==> config.mk <==
export PLATFORM = sky130hd
export DESIGN_NAME = decoder_scan_sequencer
export DESIGN_NICKNAME = d
export VERILOG_FILES = /design/src/rtl/decoder_scan_sequencer.sv
export SDC_FILE = /design/constraint.sdc
export NUM_CORES = 1
export LEC_CHECK = 0
export CAP_MARGIN = 20
export CORE_MARGIN = 2
export CORE_UTILIZATION = 40
export CTS_BUF_LIST = sky130_fd_sc_hd__clkbuf_8
export CTS_CLUSTER_DIAMETER = 40
export DETAILED_ROUTE_END_ITERATION = 16
export HOLD_SLACK_MARGIN = 0.03
export PLACE_DENSITY = 0.66
export SYNTH_ARGS = -nofsm -noshare
export SYNTH_HDL_FRONTEND = slang
export SYNTH_SLANG_ARGS = --single-unit
export TNS_END_PERCENT = 100
==> constraint.sdc <==
create_clock -name clk -period 1.6 [get_ports clk]
set_input_delay 0.24 -clock clk [delete_from_list [all_inputs] [get_ports clk]]
set_output_delay 0.24 -clock clk [all_outputs]
set_load 0.03 [all_outputs]
==> src/rtl/decoder_scan_sequencer.sv <==
// Registered select/enable sequencer driving a 3x8 decoder: free-run, stop and single-step scanning.
// Optional break-before-make blanking cycle on each advance when SCAN_BLANKING_EN is defined.
module decoder_scan_sequencer #(
  parameter int unsigned DIV = 4
) (
  input  logic clk,
  input  logic rst,
  input  logic start,
  input  logic stop,
  input  logic step,
  input  logic dir,
  output logic a,
  output logic b,
  output logic c,
  output logic en,
  output logic busy,
  output logic wrap
);

  localparam int unsigned PC_W = 8;
  localparam int unsigned IDX_W = 3;
  localparam logic [PC_W-1:0] PC_LAST = PC_W'(DIV - 1);

`ifdef SCAN_BLANKING_EN
  typedef enum logic [1:0] {S_IDLE, S_RUN, S_BLANK} state_t;
`else
  typedef enum logic [1:0] {S_IDLE, S_RUN} state_t;
`endif

  state_t            state;
  logic [IDX_W-1:0]  idx;
  logic [PC_W-1:0]   pc;
  logic [IDX_W-1:0]  idx_next_c;
  logic              wrap_next_c;

  // Neighbouring index in the current direction and whether moving there wraps
  always_comb begin
    idx_next_c  = dir ? idx - IDX_W'(1) : idx + IDX_W'(1);
    wrap_next_c = dir ? (idx == IDX_W'(0)) : (idx == IDX_W'(7));
  end

  assign {a, b, c} = idx;

  always_ff @(posedge clk) begin
    if (rst) begin
      state <= S_IDLE;
      idx   <= '0;
      pc    <= '0;
      en    <= 1'b0;
      busy  <= 1'b0;
      wrap  <= 1'b0;
    end else begin
      wrap <= 1'b0;
      case (state)
        S_IDLE: begin
          if (start) begin
            state <= S_RUN;
            pc    <= '0;
            en    <= 1'b1;
            busy  <= 1'b1;
          end else if (step) begin
            idx  <= idx_next_c;
            wrap <= wrap_next_c;
          end
        end
        S_RUN: begin
          // stop outranks an advance landing in the same cycle
          if (stop) begin
            state <= S_IDLE;
            pc    <= '0;
            en    <= 1'b0;
            busy  <= 1'b0;
          end else if (pc == PC_LAST) begin
            pc   <= '0;
            idx  <= idx_next_c;
            wrap <= wrap_next_c;
`ifdef SCAN_BLANKING_EN
            state <= S_BLANK;
            en    <= 1'b0;
`endif
          end else begin
            pc <= pc + PC_W'(1);
          end
        end
`ifdef SCAN_BLANKING_EN
        S_BLANK: begin
          pc <= '0;
          if (stop) begin
            state <= S_IDLE;
            en    <= 1'b0;
            busy  <= 1'b0;
          end else begin
            state <= S_RUN;
            en    <= 1'b1;
          end
        end
`endif
        default: begin
          state <= S_IDLE;
          pc    <= '0;
          en    <= 1'b0;
          busy  <= 1'b0;
        end
      endcase
    end
  end

endmodule

---- Yosys cells after proc, flatten, opt, wreduce, memory -nomap -nowiden ----
Index checks and enable logic that the tools add are counted.
Widths: inputs -> output; s select.
word-level totals
  register bits ........................... 15
  bits of input ports ..................... 6
  output and inout port bits .............. 6
  logic and storage cells ................. 44
operators by class
  add/sub/neg operators ................... 3
  eq/ne operators ......................... 9
  mux-type cells .......................... 22
  reductions and logical operators ........ 5
operators with widths
  operator             number
  $mux 8               3
  $pmux 8 s2           1
  $mux 3               5
  $ne 2x2->1 const B   6
  $add 8x1->8 const B  1
  $eq 8x2->1 const B   1
  $mux 1               7
  $pmux 3 s2           1
  $reduce_and 5->1     1
  $mux 2               2
  $pmux 1 s2           2
  $pmux 2 s2           1
  $add 3x1->3 const B  1
  $eq 3x3->1 const B   1
  $logic_not 3->1      1
  $sub 3x1->3 const B  1
  $eq 2x1->1 const B   1
  $logic_not 2->1      1
  $reduce_and 2->1     1
  $reduce_bool 2->1    1

---- Logic depth before layout (Yosys ltp) ----
Gate-level depths: netlist (run 1).
  word-level depth ........................ 5
  gate-level depth with buffers ........... 5
  gate-level depth less buffers ........... 5

---- Worst setup path after synthesis (run 1) ----
OpenSTA, ideal clock, no wires.
  path kind ............................... reg2reg
  start point ............................. register idx[1]
  end point ............................... register idx[2]
  setup time .............................. 0.070 ns
  arrival time ............................ 1.633 ns
  required time ........................... 1.530 ns
  setup slack ............................. -0.103 ns
  stages on the path, launching flop included .. 6
  buffers on the path ..................... 0
  period minus slack after synthesis ...... 1.703 ns
  path through ............................ dfxtp_1 > inv_1 > fa_1 > xor2_1 > or3_1 > a21oi_1
on the way
  longest elaborated chain between the ends .. 5
  elaborated cells between the ends (all ways) .. 8
  those cells by class .................... add/sub: 2; mux: 6
RTL lines
  what                                               line    RTL
  start: declaration                                 31      logic [IDX_W-1:0] idx;
  start signal: assignment                           62      idx <= idx_next_c;
  start signal: assignment                           75      idx <= idx_next_c;
  $add 3x1->3 / $sub 3x1->3 (equally long branches)  38      idx_next_c = dir ? idx - IDX_W'(1) : idx + IDX_W'(1);
  $mux 3 *                                           38
  $mux 3, on equally long branches                   73, 61
  $mux 3, on equally long branches                   68, 56
  $pmux 3 s2 *                                       54      case (state)
Every way passes the cells marked *; elsewhere a longest branch is shown, timed or not. The select of a mux whose other input is x is not followed.
A chain may end at the register's enable or synchronous reset.

---- Final worst setup path (run 1) ----
  start point ............................. register pc[1]
  end point ............................... register pc[5]
on the way
  longest elaborated chain between the ends .. 4
  elaborated cells between the ends (all ways) .. 5
  those cells by class .................... add/sub: 1; eq/ne: 1; mux: 3
RTL lines
  what                                              line    RTL
  start: declaration                                32      logic [PC_W-1:0] pc;
  start signal: assignment                          82      pc <= pc + PC_W'(1);
  $add 8x1->8 / $eq 8x2->1 (equally long branches)  82, 73
  $mux 8 *                                          73      end else if (pc == PC_LAST) begin
  $mux 8 *                                          68      if (stop) begin
  $pmux 8 s2 *                                      54
Every way passes the cells marked *; elsewhere a longest branch is shown, timed or not.

==> out/results.ini, run 1 <==
[drt]
route.detailed.drc=0
wl_per_cell_um=12.0
postRouteAntennaNets=0
via_per_inst=5.32
route.vias.total=596
drt_wl_total_mm=1.34
first_pass_iters=2
first_iter_violations=5

[finish]
fin_nets=105
fillers=145
syn2layout_area_growth_pct=41.0
regArea_um2=264
final_core_util=0.602
num_antenna_cells=0
drive_above_1_share=0.250
multi_input_area_um2=382
final_area_um2=917

[die]
io_pins=12
coreArea_um2=1520
die_width_um=44.3
die-area_um2=1970
fp.dieH_um=44.3
num_rows=14
initial_core_util=0.427

[global_route]
grt_pass1_wl_mm=2.32
grt_pass1_vias=577
use_met1=0.188
overflow=0
grt_start_max_net_pins=11
use_met2=0.268
grtUsageMet3=0.0408
busiest_layer=met2
antenna_found_initial=0
grt_usage=0.160

[clock_network]
root_buffer=clkbuf_8
clkLatencyLatePin_ns=0.24
clkSinkCount=13
clock_path_buffers=2
clk_pin_slew_ns=0.05
htreeDepth=1
cts_setup_buffers=0
tritoncts=yes
numCtsBuffers=3

[synthesis]
syn_area_per_cell_um2=9.04
syn_nets=80
synthDistinctLibCells=27
netlist_instances=72
synth-seq-cells=13
yosysSeqAreaShare=0.400
synth_area_um2=651
yosysWarnings=0

[timing]
drv_slew=0
rsz0062_at_grt=false
slew_headroom=0.791
tightest_slew_ns=0.314
finalSetupViolCount=0
max_freq_mhz=669
min_period_ns=1.50
fin_skew_ns=0.000854
hold_slack_ns=0.477
hold_viol_final=0
finalCritPeriodShare=0.934

[hold_path]
hold_path.class=input pin to flop
holdPathStages=4

[worst_setup_path]
worst_r2r_path_depth=7
arrival_ns=1.63
start_kind=flop
path_class=flop to flop
crit_fanout=5
timing.critical_path.to_type=flop
required_ns=1.73

[power]
p_comb_frac=0.163
swShare=0.246
cellPowerDensity_nw_per_um2=814
pwr-share-clk=0.374
p_leak_nw=0.358
p_int_mw=0.563
power_frac_seq=0.462
p_sw_mw=0.184
irDropWorstVdd_mv=0.527

[place]
place.gp.congestion=0.737
io_buffers=11
dp_hpwl_mm=1.02
placed_area_um2=855

[run_status]
run_status=complete, no violations

[flow_run]
cap_violations=0

[through the flow]
step                      power (mW)  std cells  TNS [ns]  worst slack [ns]
after floorplan                0.417         72         0            0.0209
after global placement         0.474        108    -0.286            -0.169
after detailed placement       0.475        108    -0.520            -0.196
after CTS                      0.756        112         0            0.0317
after global routing           0.789        112         0            0.0138
final                          0.746        112         0             0.105
[Yosys cell counts]
cell | instances | share of area
dfxtp_1 | 13 | 0.40
nor2_1 | 9 | 0.052
nand2_1 | 6 | 0.035
a21oi_1 | 4 | 0.031
xor2_1 | 4 | 0.054
a31oi_1 | 3 | 0.029
inv_1 | 3 | 0.017
nor3_1 | 3 | 0.023
o21ai_0 | 3 | 0.023
nand2b_1 | 2 | 0.019
nand3_1 | 2 | 0.015
nor2b_1 | 2 | 0.019
o2111ai_1 | 2 | 0.027
or3b_1 | 2 | 0.027
xnor2_1 | 2 | 0.027
a211oi_1 | 1 | 0.012
a32oi_2 | 1 | 0.025
and4_2 | 1 | 0.015
buf_4 | 1 | 0.012
clkbuf_1 | 1 | 0.0058
fa_1 | 1 | 0.031
ha_1 | 1 | 0.019
mux2i_1 | 1 | 0.015
nand4_1 | 1 | 0.0096
nor4b_4 | 1 | 0.037
o21bai_1 | 1 | 0.012
or3_1 | 1 | 0.0096
[cells in the final DEF (no fill, tap or decap), types with 2 or more instances in the layout]
cell type and count:
buf_4 11, xor2_1 4, dfxtp_1 10, inv_1 4, nor2_1 9, nand2_1 6, nor2b_1 2, dfxtp_2 3
clkbuf_8 3, nand2b_1 2, a21oi_1 3, nor3_1 2, dlygate4sd2_1 2, dlymetal6s2s_1 2, a31oi_1 3, o2111ai_1 2
o21ai_0 3, xnor2_1 2, nand3_1 2, clkdlybuf4s50_1 7, or3b_1 2
[power groups by stage]
stage	combinational [mW]	sequential, mW	clock [mW]
floorplan	0.0497	0.367	0
global placement	0.123	0.351	0
detailed placement	0.124	0.351	0
CTS	0.122	0.344	0.290
global route	0.136	0.346	0.306
finish	0.122	0.345	0.279
[logic make-up (layout without fill, tap and decap cells)]
family / after synthesis / in the layout / share of synthesized area
AOI/OAI and AO/OA: 15 / 15 / 0.158
xor gates and xnor gates: 6 / 6 / 0.0808
DFF: 13 / 13 / 0.400
muxes: 1 / 1 / 0.0154
and+or+nand+nor: 30 / 30 / 0.262
adders and majority gates: 2 / 2 / 0.0500
buffers and inverters: 5 / 29 / 0.0346
[worst max-delay path, stage by stage, from the launching register on]
cell,delay (ns)
dfxtp_1,0.33
ha_2,0.18
nor4b_4,0.26
a21oi_2,0.12
buf_4,0.16
o21bai_1,0.13
buf_4,0.15
nor2_1,0.05
[path summary, 6_finish.rpt]
check,start,endpoint,slack (ns)
max,pc[1],pc[5],0.10
min,dir,wrap,0.48
max reg2reg,pc[1],pc[5],0.10
min reg2reg,pc[7],pc[7],0.54
[layout make-up]
class                   count  share of cell area
clock buffers               3              0.0450
clock inverters             1             0.00409
inverters                   3              0.0123
multi-input cells          54               0.416
flip-flops and latches     13               0.288
well taps                  16              0.0218
repair buffers             22               0.213
[metal layers]
| metal | vias to the layer above | routed length [um] |
|---|---|---|
| li1 | 303 | - |
| met1 | 279 | 625 |
| met2 | 10 | 652 |
| met3 | 4 | 42 |
| met4 | 0 | 23 |
| met5 | - | 0 |
[timing repair]
action                     in CTS  in global routing
hold buffers                    0                  0
setup endpoints to repair       2                  9
resized for setup               2                  7
pin swaps                       0                  3
[sequential cells by signal, indices dropped and copies added, names as in the netlist]
name / cells
idx: 3
pc: 8
wrap: 1
busy: 1
No activity file was read; power rests on OpenSTA's default activity.
==> run 2, diff against run 1 <==
--- a/config.mk
+++ b/config.mk
@@ -7,12 +7,12 @@
 export LEC_CHECK = 0
 export CAP_MARGIN = 20
 export CORE_MARGIN = 2
-export CORE_UTILIZATION = 40
+export CORE_UTILIZATION = 47
 export CTS_BUF_LIST = sky130_fd_sc_hd__clkbuf_8
 export CTS_CLUSTER_DIAMETER = 40
 export DETAILED_ROUTE_END_ITERATION = 16
 export HOLD_SLACK_MARGIN = 0.03
-export PLACE_DENSITY = 0.66
+export PLACE_DENSITY = 0.76
 export SYNTH_ARGS = -nofsm -noshare
 export SYNTH_HDL_FRONTEND = slang
 export SYNTH_SLANG_ARGS = --single-unit
==> out/results.ini, run 2 (same netlist as run 1, synthesis figures left out) <==
[die]
die_width_um=41.2  ; -7.0%
io_pins=12  ; unchanged
fp.dieH_um=41.2  ; -7.0%
die-area_um2=1700  ; -14%
initial_core_util=0.500  ; +0.0731
num_rows=13  ; -1
coreArea_um2=1300  ; -15%

[drt]
route.detailed.drc=0  ; unchanged
route.vias.total=591  ; -0.84%
via_per_inst=5.18  ; -2.6%
first_pass_iters=4  ; +2
drt_wl_total_mm=1.42  ; +5.9%
first_iter_violations=10  ; +5
wl_per_cell_um=12.5  ; +4.0%
postRouteAntennaNets=0  ; unchanged

[clock_network]
clk_pin_slew_ns=0.05  ; about the same
tritoncts=yes
postCtsHoldBufs=0  ; unchanged
root_buffer=clkbuf_8
cts_setup_buffers=0  ; unchanged
numCtsBuffers=3  ; unchanged
clkSinkCount=13  ; unchanged
htreeDepth=1  ; unchanged
clock_path_buffers=2  ; unchanged
clkLatencyLatePin_ns=0.25  ; about the same

[place]
placed_area_um2=876  ; +2.5%
post-place-ws_ns=-0.212  ; -0.0164 ns
place.gp.congestion=0.789  ; +7.1%
io_buffers=11  ; unchanged
dp_hpwl_mm=1.06  ; +3.8%

[power]
cellPowerDensity_nw_per_um2=823  ; +1.1%
irDropWorstVdd_mv=0.584  ; +11%
p_leak_nw=0.366  ; +2.3%

[timing]
setup_ws_ns=0.0556  ; -0.0494 ns
slew_headroom=0.793  ; +0.00223
drv_slew=0  ; unchanged
fin_skew_ns=0.000717  ; -0.000137 ns
min_period_ns=1.54  ; +0.0494 ns
rsz0062_at_grt=false
finalSetupViolCount=0  ; unchanged
max_freq_mhz=647  ; -3.2%
hold_viol_final=0  ; unchanged
finalCritPeriodShare=0.965  ; +0.0308
tightest_slew_ns=0.310  ; -0.00380 ns

[worst_setup_path]
path_cells=clkdlybuf4s50_1, inv_1, fa_1, xor2_1, or3_1, a21oi_1
slowest_delay_ns=0.48  ; +0.15 ns
cp.buffers_inverters=2  ; unchanged
arrival_ns=1.73  ; +0.10 ns
crit_fanout=2  ; -3
rrSetupSlack_ns=0.10  ; about the same
crit_family=buffers and inverters
worst_r2r_path_depth=5  ; -2
timing.critical_path.to_type=flop
critPathSlowestCell=clkdlybuf4s50_1
required_ns=1.78  ; +0.05 ns
rr_startpoint=pc[0]
cp-startpoint=dir
start_kind=input pin
cp.depth=6  ; -1
path_class=input pin to flop
r2r-end=idx[2]
crit_end=idx[2]

[global_route]
grt_pass1_vias=479  ; -17%
antenna_found_initial=0  ; unchanged
grt_start_max_net_pins=9  ; -2
grt_usage=0.203  ; +0.0426
overflow=0  ; unchanged
grt_pass1_wl_mm=2.04  ; -12%

[finish]
largest_reg_flops=8  ; unchanged
syn2layout_area_growth_pct=42.9
reg_top3=pc x8, idx x3
layout_common_cells=buf_4 (14), dfxtp_1 (11), nor2_1 (9), clkdlybuf4s50_1 (8), nand2_1 (6)
num_antenna_cells=0  ; unchanged
layout_commonest_cell=buf_4
fin_nets=108  ; +2.9%
final_area_um2=930  ; +1.4%
regMostFlops=pc
drive_above_1_share=0.242  ; -0.00758

[flow_run]
cap_violations=0  ; unchanged

[hold_path]
hold_path.class=flop to flop

[run_status]
run_status=complete, no violations

## run 2: cell count changes in the layout (fill, tap and decap cells not counted), sizes merged
cell	change
dlymetal6s2s	-1
clkdlybuf4s50	+1
buf	+3
## run 2: worst min-delay path by stage
stage               startpoint  endpoint  slack (ns)  cells after the start
floorplan                start      busy        0.39                      2
global placement        idx[2]    idx[2]        0.50                      2
detailed placement      idx[2]    idx[2]        0.53                      2
CTS                     idx[2]    idx[2]        0.53                      2
global route             pc[7]     pc[7]        0.56                      2
finish                  idx[2]    idx[2]        0.54                      2
## run 2: what timing repair did
item,in CTS,in global routing
gates resized for setup,2,3
pin swaps,0,1
endpoints found under the setup margin,2,7
## run 2: per-layer routing
metal | GRT usage | vias up | part of all wire
met5 | 0 | - | 0
met4 | 0.169 | 0 | 0.033
met3 | 0.0652 | 5 | 0.033
met2 | 0.277 | 11 | 0.42
met1 | 0.253 | 263 | 0.51
li1 | - | 312 | -
## run 2: worst reg2reg max path: cells and delay by family, from the launching register on
family	cells	cell delay, ns
DFF	1	0.34
and+or+nand+nor	2	0.62
adders and majority gates	1	0.18
AOI/OAI and AO/OA	2	0.31
## run 2: per-stage QoR
step / util / hold slack [ns] / power [mW] / TNS (ns) / instances
floorplan: - / 0.394 / 0.417 / 0 / 72
global placement: 0.673 / 0.497 / 0.480 / -0.230 / 110
detailed placement: 0.673 / 0.525 / 0.483 / -0.475 / 110
CTS: 0.706 / 0.530 / 0.776 / 0 / 114
global route: 0.714 / 0.563 / 0.795 / 0 / 114
finish: 0.714 / 0.539 / 0.765 / 0 / 114
## run 2: cell type report
| type | instances | area [um^2] |
|---|---|---|
| sequential | 13 | 263 |
| multi-input combinational | 54 | 377 |
| fill | 115 | 372 |
| inverter | 3 | 11.3 |
| clock buffer | 3 | 41.3 |
| clock inverter | 1 | 3.75 |
| tap | 15 | 18.8 |
| timing repair buffer | 25 | 215 |
## run 2: power breakdown
group          total, mW  internal (mW)  leakage (nW)  switching (mW)
sequential         0.344          0.335         0.106         0.00929
clock              0.291          0.170        0.0269           0.121
combinational      0.130         0.0639         0.233          0.0657
